## src/rtl/inject_pkg.sv

```systemverilog
// Shared definitions for the event instruction injector.
//   - ADDI opcode and the bit positions of the 32-bit instruction fields
//   - Mode selectors (FLAG / COUNT)
//   - build_instr(): packs opcode, rd, rs and imm into one instruction word
package inject_pkg;

    localparam logic [4:0] OPC_ADDI = 5'd5;

    localparam int OPC_HI = 31;
    localparam int OPC_LO = 27;
    localparam int RD_HI  = 26;
    localparam int RD_LO  = 22;
    localparam int RS_HI  = 21;
    localparam int RS_LO  = 17;
    localparam int IMM_W  = 17;

    localparam int MODE_FLAG  = 0;
    localparam int MODE_COUNT = 1;

    function automatic logic [31:0] build_instr(
        input logic [4:0]       opc,
        input logic [4:0]       rd,
        input logic [4:0]       rs,
        input logic [IMM_W-1:0] imm
    );
        logic [31:0] word;
        word                = '0;
        word[OPC_HI:OPC_LO] = opc;
        word[RD_HI:RD_LO]   = rd;
        word[RS_HI:RS_LO]   = rs;
        word[IMM_W-1:0]     = imm;
        return word;
    endfunction

endpackage

```

## src/rtl/rr_arbiter.sv

```systemverilog
// Combinational round-robin arbiter.
//   req       : request vector, one bit per requester
//   last      : index of the most recently granted requester
//   gnt_valid : at least one request is present
//   gnt_idx   : first requesting index searching from last+1 (mod N) upward
module rr_arbiter #(
    parameter  int N  = 4,
    localparam int IW = (N > 1) ? $clog2(N) : 1
) (
    input  logic [N-1:0]  req,
    input  logic [IW-1:0] last,
    output logic          gnt_valid,
    output logic [IW-1:0] gnt_idx
);

    int            pos;
    logic [IW-1:0] idx;

    // Scan offsets from farthest to nearest so the nearest requester
    // after 'last' is the one written last and therefore wins.
    always_comb begin
        gnt_valid = 1'b0;
        gnt_idx   = '0;
        pos       = 0;
        idx       = '0;
        for (int i = N; i >= 1; i--) begin
            pos = int'(last) + i;
            if (pos >= N) begin
                pos = pos - N;
            end
            idx = IW'(pos);
            if (req[idx]) begin
                gnt_valid = 1'b1;
                gnt_idx   = idx;
            end
        end
    end

endmodule

```

## src/rtl/event_instruction_injector.sv

```systemverilog
// Turns rising edges on NUM_CH event lines into "addi $rd, $0, imm"
// instructions offered over a valid/ready handshake.
//   clock, reset_n : clock (rising edge) and asynchronous active-low reset
//   event_in       : event levels, already synchronous to clock
//   inj_valid      : instruction holds a valid injection
//   inj_ready      : consumer accepts when inj_valid && inj_ready
//   instruction    : {opcode, rd, rs, imm}; all zero when inj_valid is low
//   pending        : channel counter is nonzero
//   overflow       : sticky, edge seen while the channel counter was full
module event_instruction_injector
    import inject_pkg::*;
#(
    parameter int NUM_CH    = 4,
    parameter int DEST_BASE = 24,
    parameter int MODE      = 0,
    parameter int CNT_W     = 4
) (
    input  logic              clock,
    input  logic              reset_n,
    input  logic [NUM_CH-1:0] event_in,
    output logic              inj_valid,
    input  logic              inj_ready,
    output logic [31:0]       instruction,
    output logic [NUM_CH-1:0] pending,
    output logic [NUM_CH-1:0] overflow
);

    localparam int IW = (NUM_CH > 1) ? $clog2(NUM_CH) : 1;

    logic [NUM_CH-1:0] prev_q, prev_d;
    logic [CNT_W-1:0]  cnt_q [NUM_CH];
    logic [CNT_W-1:0]  cnt_d [NUM_CH];
    logic [CNT_W-1:0]  snap_q, snap_d;
    logic [IW-1:0]     last_q, last_d;
    logic              valid_q, valid_d;
    logic [31:0]       instr_q, instr_d;
    logic [NUM_CH-1:0] ovf_q, ovf_d;

    logic [NUM_CH-1:0] edge_vec;
    logic [NUM_CH-1:0] pend_vec;
    logic              handshake;
    logic              gnt_valid;
    logic [IW-1:0]     gnt_idx;

    assign edge_vec  = event_in & ~prev_q;
    assign handshake = valid_q & inj_ready;
    assign prev_d    = event_in;

    always_comb begin
        for (int c = 0; c < NUM_CH; c++) begin
            pend_vec[c] = (cnt_q[c] != '0);
        end
    end

    // Counter update. The granted channel loses exactly the amount that was
    // reported (snap) on the handshake edge; edges arriving meanwhile are kept.
    logic [CNT_W-1:0] dec;
    logic [CNT_W-1:0] base;
    logic             keep;

    always_comb begin
        ovf_d = ovf_q;
        dec   = '0;
        base  = '0;
        keep  = 1'b0;
        for (int c = 0; c < NUM_CH; c++) begin
            dec = '0;
            if (handshake && (last_q == IW'(c))) begin
                dec = snap_q;
            end
            base     = cnt_q[c] - dec;
            cnt_d[c] = '0;
            if (MODE == MODE_COUNT) begin
                if ((base == '1) && edge_vec[c]) begin
                    cnt_d[c] = base;
                    ovf_d[c] = 1'b1;
                end else begin
                    cnt_d[c] = base + CNT_W'(edge_vec[c]);
                end
            end else begin
                keep        = cnt_q[c][0] & (dec == '0);
                cnt_d[c][0] = keep | edge_vec[c];
                if (keep && edge_vec[c]) begin
                    ovf_d[c] = 1'b1;
                end
            end
        end
    end

    rr_arbiter #(
        .N (NUM_CH)
    ) u_arb (
        .req       (pend_vec),
        .last      (last_q),
        .gnt_valid (gnt_valid),
        .gnt_idx   (gnt_idx)
    );

    // Load / hold / release of the offered instruction. Arbitration only runs
    // while nothing is offered, which leaves an idle cycle after each handshake.
    logic [IMM_W-1:0] imm;

    always_comb begin
        valid_d = valid_q;
        instr_d = instr_q;
        snap_d  = snap_q;
        last_d  = last_q;
        imm     = '0;
        if (handshake) begin
            valid_d = 1'b0;
            instr_d = '0;
        end else if (!valid_q && gnt_valid) begin
            valid_d = 1'b1;
            snap_d  = cnt_q[gnt_idx];
            last_d  = gnt_idx;
            if (MODE == MODE_COUNT) begin
                imm[CNT_W-1:0] = cnt_q[gnt_idx];
            end else begin
                imm = IMM_W'(1);
            end
            instr_d = build_instr(OPC_ADDI, 5'(DEST_BASE) + 5'(gnt_idx), 5'd0, imm);
        end
    end

    always_ff @(posedge clock or negedge reset_n) begin
        if (!reset_n) begin
            prev_q  <= '0;
            snap_q  <= '0;
            last_q  <= IW'(NUM_CH - 1);
            valid_q <= 1'b0;
            instr_q <= '0;
            ovf_q   <= '0;
            for (int c = 0; c < NUM_CH; c++) begin
                cnt_q[c] <= '0;
            end
        end else begin
            prev_q  <= prev_d;
            snap_q  <= snap_d;
            last_q  <= last_d;
            valid_q <= valid_d;
            instr_q <= instr_d;
            ovf_q   <= ovf_d;
            for (int c = 0; c < NUM_CH; c++) begin
                cnt_q[c] <= cnt_d[c];
            end
        end
    end

    assign inj_valid   = valid_q;
    assign instruction = instr_q;
    assign pending     = pend_vec;
    assign overflow    = ovf_q;

endmodule

```

## config.mk

```make
export PLATFORM = sky130hd
export DESIGN_NAME = event_instruction_injector
export DESIGN_NICKNAME = d
export VERILOG_FILES = /design/src/rtl/inject_pkg.sv /design/src/rtl/rr_arbiter.sv /design/src/rtl/event_instruction_injector.sv
export SDC_FILE = /design/constraint.sdc
export NUM_CORES = 1
export LEC_CHECK = 0
export BUFFER_PORTS_ARGS = -buffer_cell sky130_fd_sc_hd__buf_4
export CORE_ASPECT_RATIO = 1.25
export CORE_MARGIN = 2
export CORE_UTILIZATION = 35
export DETAILED_ROUTE_END_ITERATION = 6
export PLACE_DENSITY = 0.75
export SYNTH_ARGS = -nofsm -noshare
export SYNTH_HDL_FRONTEND = slang
export SYNTH_SLANG_ARGS = --single-unit
```

## constraint.sdc

```tcl
create_clock -name clock -period 1.8 [get_ports clock]
set_input_delay 0.27 -clock clock [delete_from_list [all_inputs] [get_ports clock]]
set_output_delay 0.27 -clock clock [all_outputs]
set_load 0.02 [all_outputs]
```

==> results.json <==
{
  "max_cap_viol_count": 0,
  "dpl.hpwl_um": 1410,
  "setup-violations-final": 0,
  "path_buf_inv": 1,
  "grt_overflow": 0,
  "drtIter0Drc": 14,
  "r2r_end": "instruction[23]",
  "crit_path_max_fanout": 4,
  "fill_cells": 286,
  "timing.hold.ws_ns": 0.0839,
  "synth_top_family_by_area": "buffers and inverters",
  "crit_chain": "inv_1 > ha_1 > o21ai_1 > a311oi_2 > a311o_1",
  "period_share_pct": 95.7,
  "num-nets-final": 146,
  "clockBufferDepth": 2,
  "irDropWorstVdd_v": 0.000733,
  "ff2ff_path_depth": 5,
  "muxShareOfSynthArea_pct": 0.938,
  "htree_num_levels": 1,
  "cp.depth": 5,
  "drt_drc_violations_left": 0,
  "numPortBuffers": 22,
  "synth_commonest_cells": "30 x buf_4, 16 x dfrtp_1, 10 x inv_1",
  "crit_type": "flip-flop to flip-flop",
  "min_from": "event_in[3]",
  "synth_edf_count": 0,
  "track_usage_pct": 11.4,
  "grt_pass1_vias": 694,
  "rr_startpoint": "last_q[0]",
  "layout.area.seq_um2": 453,
  "seq_area_frac_synth_pct": 42.4,
  "synthArstFlopShare_pct": 100,
  "syn_area_um2": 1070,
  "synthSimpleGateAreaFrac_pct": 10.8,
  "row_count": 22,
  "gp_congestion": 0.785,
  "postPlaceCellArea_um2": 1160,
  "cts.clk_slew.worst_paths_ns": 0.11,
  "die-area_um2": 3510,
  "syn_inst": 111,
  "num_vias": 750,
  "ios": 48,
  "cts_tree": "built",
  "drv_slew": 0,
  "period_needed_ns": 1.72,
  "synth_area_leaders": "dfrtp_1 38%, buf_4 21%, dfstp_2 4.9%",
  "arrival_ns": 1.90,
  "yosysTopAreaCellShare_pct": 37.5,
  "syn_avg_cell_area_um2": 9.62,
  "tns_ns": 0,
  "cp-end-kind": "flip-flop",
  "yosysWarningCount": 0,
  "post_drt_wl_per_cell_um": 10.6,
  "grt_pass1_wl_um": 2990,
  "drtPass1Iterations": 2,
  "coreArea_um2": 2920,
  "multi_input_area_um2": 442,
  "synth_compound_area_share_pct": 16.2,
  "drive_gt1_share_pct": 23.9,
  "cts.sinks": 18,
  "cts-buffers-inserted": 3,
  "crit_family": "compound AO/OA/AOI/OAI gates",
  "clkLatencyLatePin_ns": 0.29,
  "status": "finished, final reports clean",
  "synth_top_area_cell": "dfrtp_1",
  "startpoint": "last_q[0]",
  "synth_top_flop_cell": "dfrtp_1",
  "ant_nets": 0,
  "startpoint_type": "flip-flop",
  "yosys.area_share.adder_pct": 4.69,
  "rrSetupSlack_ns": 0.08,
  "slowest_stage": "dfstp_2",
  "postCtsSetupRepairBufs": 0,
  "die_w_um": 53.4,
  "crit_end": "instruction[23]",
  "fin_area_um2": 1200,
  "yosysMostFrequentCell": "buf_4",
  "initial_utilization_pct": 36.6,
  "critPathMaxStageDelay_ns": 0.54,
  "synth_xor_area_share_pct": 0,
  "clock.fmax_mhz": 581,
  "wl_um": 1800,
  "yosysUniqueCellTypes": 28,
  "post_drt_via_cell_ratio": 4.41,
  "synth-seq-cells": 18,
  "rsz0062_at_grt": "false",
  "syn_to_final_growth_pct": 12.8,
  "required_ns": 1.98,
  "p_leak_nw": 0.577,
  "skew_ns": 0.00762,
  "antenna_found_initial": 0,
  "cts_root_buffer": "clkbuf_4",
  "power_density_nw_per_um2": 1330,
  "hold_viol": 0,
  "die_h_um": 65.7,
  "n_antenna_cell": 0,
  "grt_max_degree": 19,
  "hp-class": "input port to flip-flop"
}
report_power, final:
group | leakage [nW] | total (mW) | internal (mW) | switching [mW]
Sequential | 0.187 | 0.611 | 0.500 | 0.110
Combinational | 0.369 | 0.742 | 0.301 | 0.441
Clock | 0.0210 | 0.248 | 0.123 | 0.124
cells in the final DEF (no fill, tap or decap), drive strengths merged:
| cell type | Yosys | routed |
|---|---|---|
| conb | 1 | 25 |
| buf | 30 | 24 |
| dfrtp | 16 | 16 |
| inv | 10 | 10 |
| o21ai | 7 | 7 |
| nand2b | 5 | 5 |
| o21bai | 5 | 5 |
| nand2 | 4 | 4 |
| a21oi | 4 | 4 |
| nor2 | 4 | 4 |
| ha | 4 | 4 |
| clkbuf | 0 | 4 |
| nand3 | 2 | 2 |
| o22ai | 2 | 2 |
| a31oi | 2 | 2 |
| or2 | 2 | 2 |
| dfstp | 2 | 2 |
| nand3b | 1 | 1 |
| o31ai | 1 | 1 |
| a21o | 1 | 1 |
| nor4 | 1 | 1 |
| nor3 | 1 | 1 |
| o21a | 1 | 1 |
| o211ai | 1 | 1 |
| a311oi | 1 | 1 |
| mux2i | 1 | 1 |
| and3 | 1 | 1 |
| a311o | 1 | 1 |
| dlygate4sd3 | 0 | 1 |
flip-flops by register name, summed over array words and instances, names as in the netlist:
| name | flops |
|---|---|
| snap_q | 1 |
| last_q | 2 |
| cnt_q | 4 |
| prev_q | 4 |
| instruction | 3 |
| overflow | 4 |
per-stage QoR:
step	cells	total power [mW]	worst slack, ns	utilization (%)
5_1_grt	170	1.73	0.00585	41.3
6_report	170	1.60	0.0779	41.3
4_1_cts	170	1.61	0.0239	41.3
3_5_place_dp	165	1.35	0.0570	39.7
3_3_place_gp	165	1.32	0.117	39.7
2_1_floorplan	135	1.15	0.0477	-
final cells by class:
type,count,area share (%)
inverter,10,3.12
clock buffer,4,3.01
multi-input combinational,77,36.7
timing repair buffer,25,15.8
sequential,18,37.6
tap,36,3.74
routing by layer:
metal	vias to the layer above	track usage [%]	part of all wire, %
met3	2	2.05	7.6
met5	-	0	0
li1	365	-	-
met1	348	14.1	45
met4	0	3.85	0.28
met2	35	19.3	47
worst register-to-register path, stage by stage, from the launching register on:
cell and delay [ns]:
dfstp_2 0.54, inv_1 0.08, ha_1 0.35, o21ai_1 0.18, a311oi_2 0.13, a311o_1 0.33
worst min-delay path by stage:
stage / end / cells past startpoint
finish: prev_q[3] / 1
global route: prev_q[3] / 1
CTS: prev_q[3] / 1
detailed placement: overflow[2] / 1
global placement: cnt_q[12] / 1
floorplan: cnt_q[0] / 0
what timing repair did:
action	CTS	global route
endpoints found under the setup margin	0	1
hold buffers	1	0
resized for setup	0	1
endpoints found under the hold margin	16	0
cells by family after synthesis:
group,count (synthesis)
flops,18
simple gates,21
compound gates,26
mux,1
buf+inv,40
fa+ha+maj,4
other cells,1
Note: power is estimated with default switching activity, not from simulation.
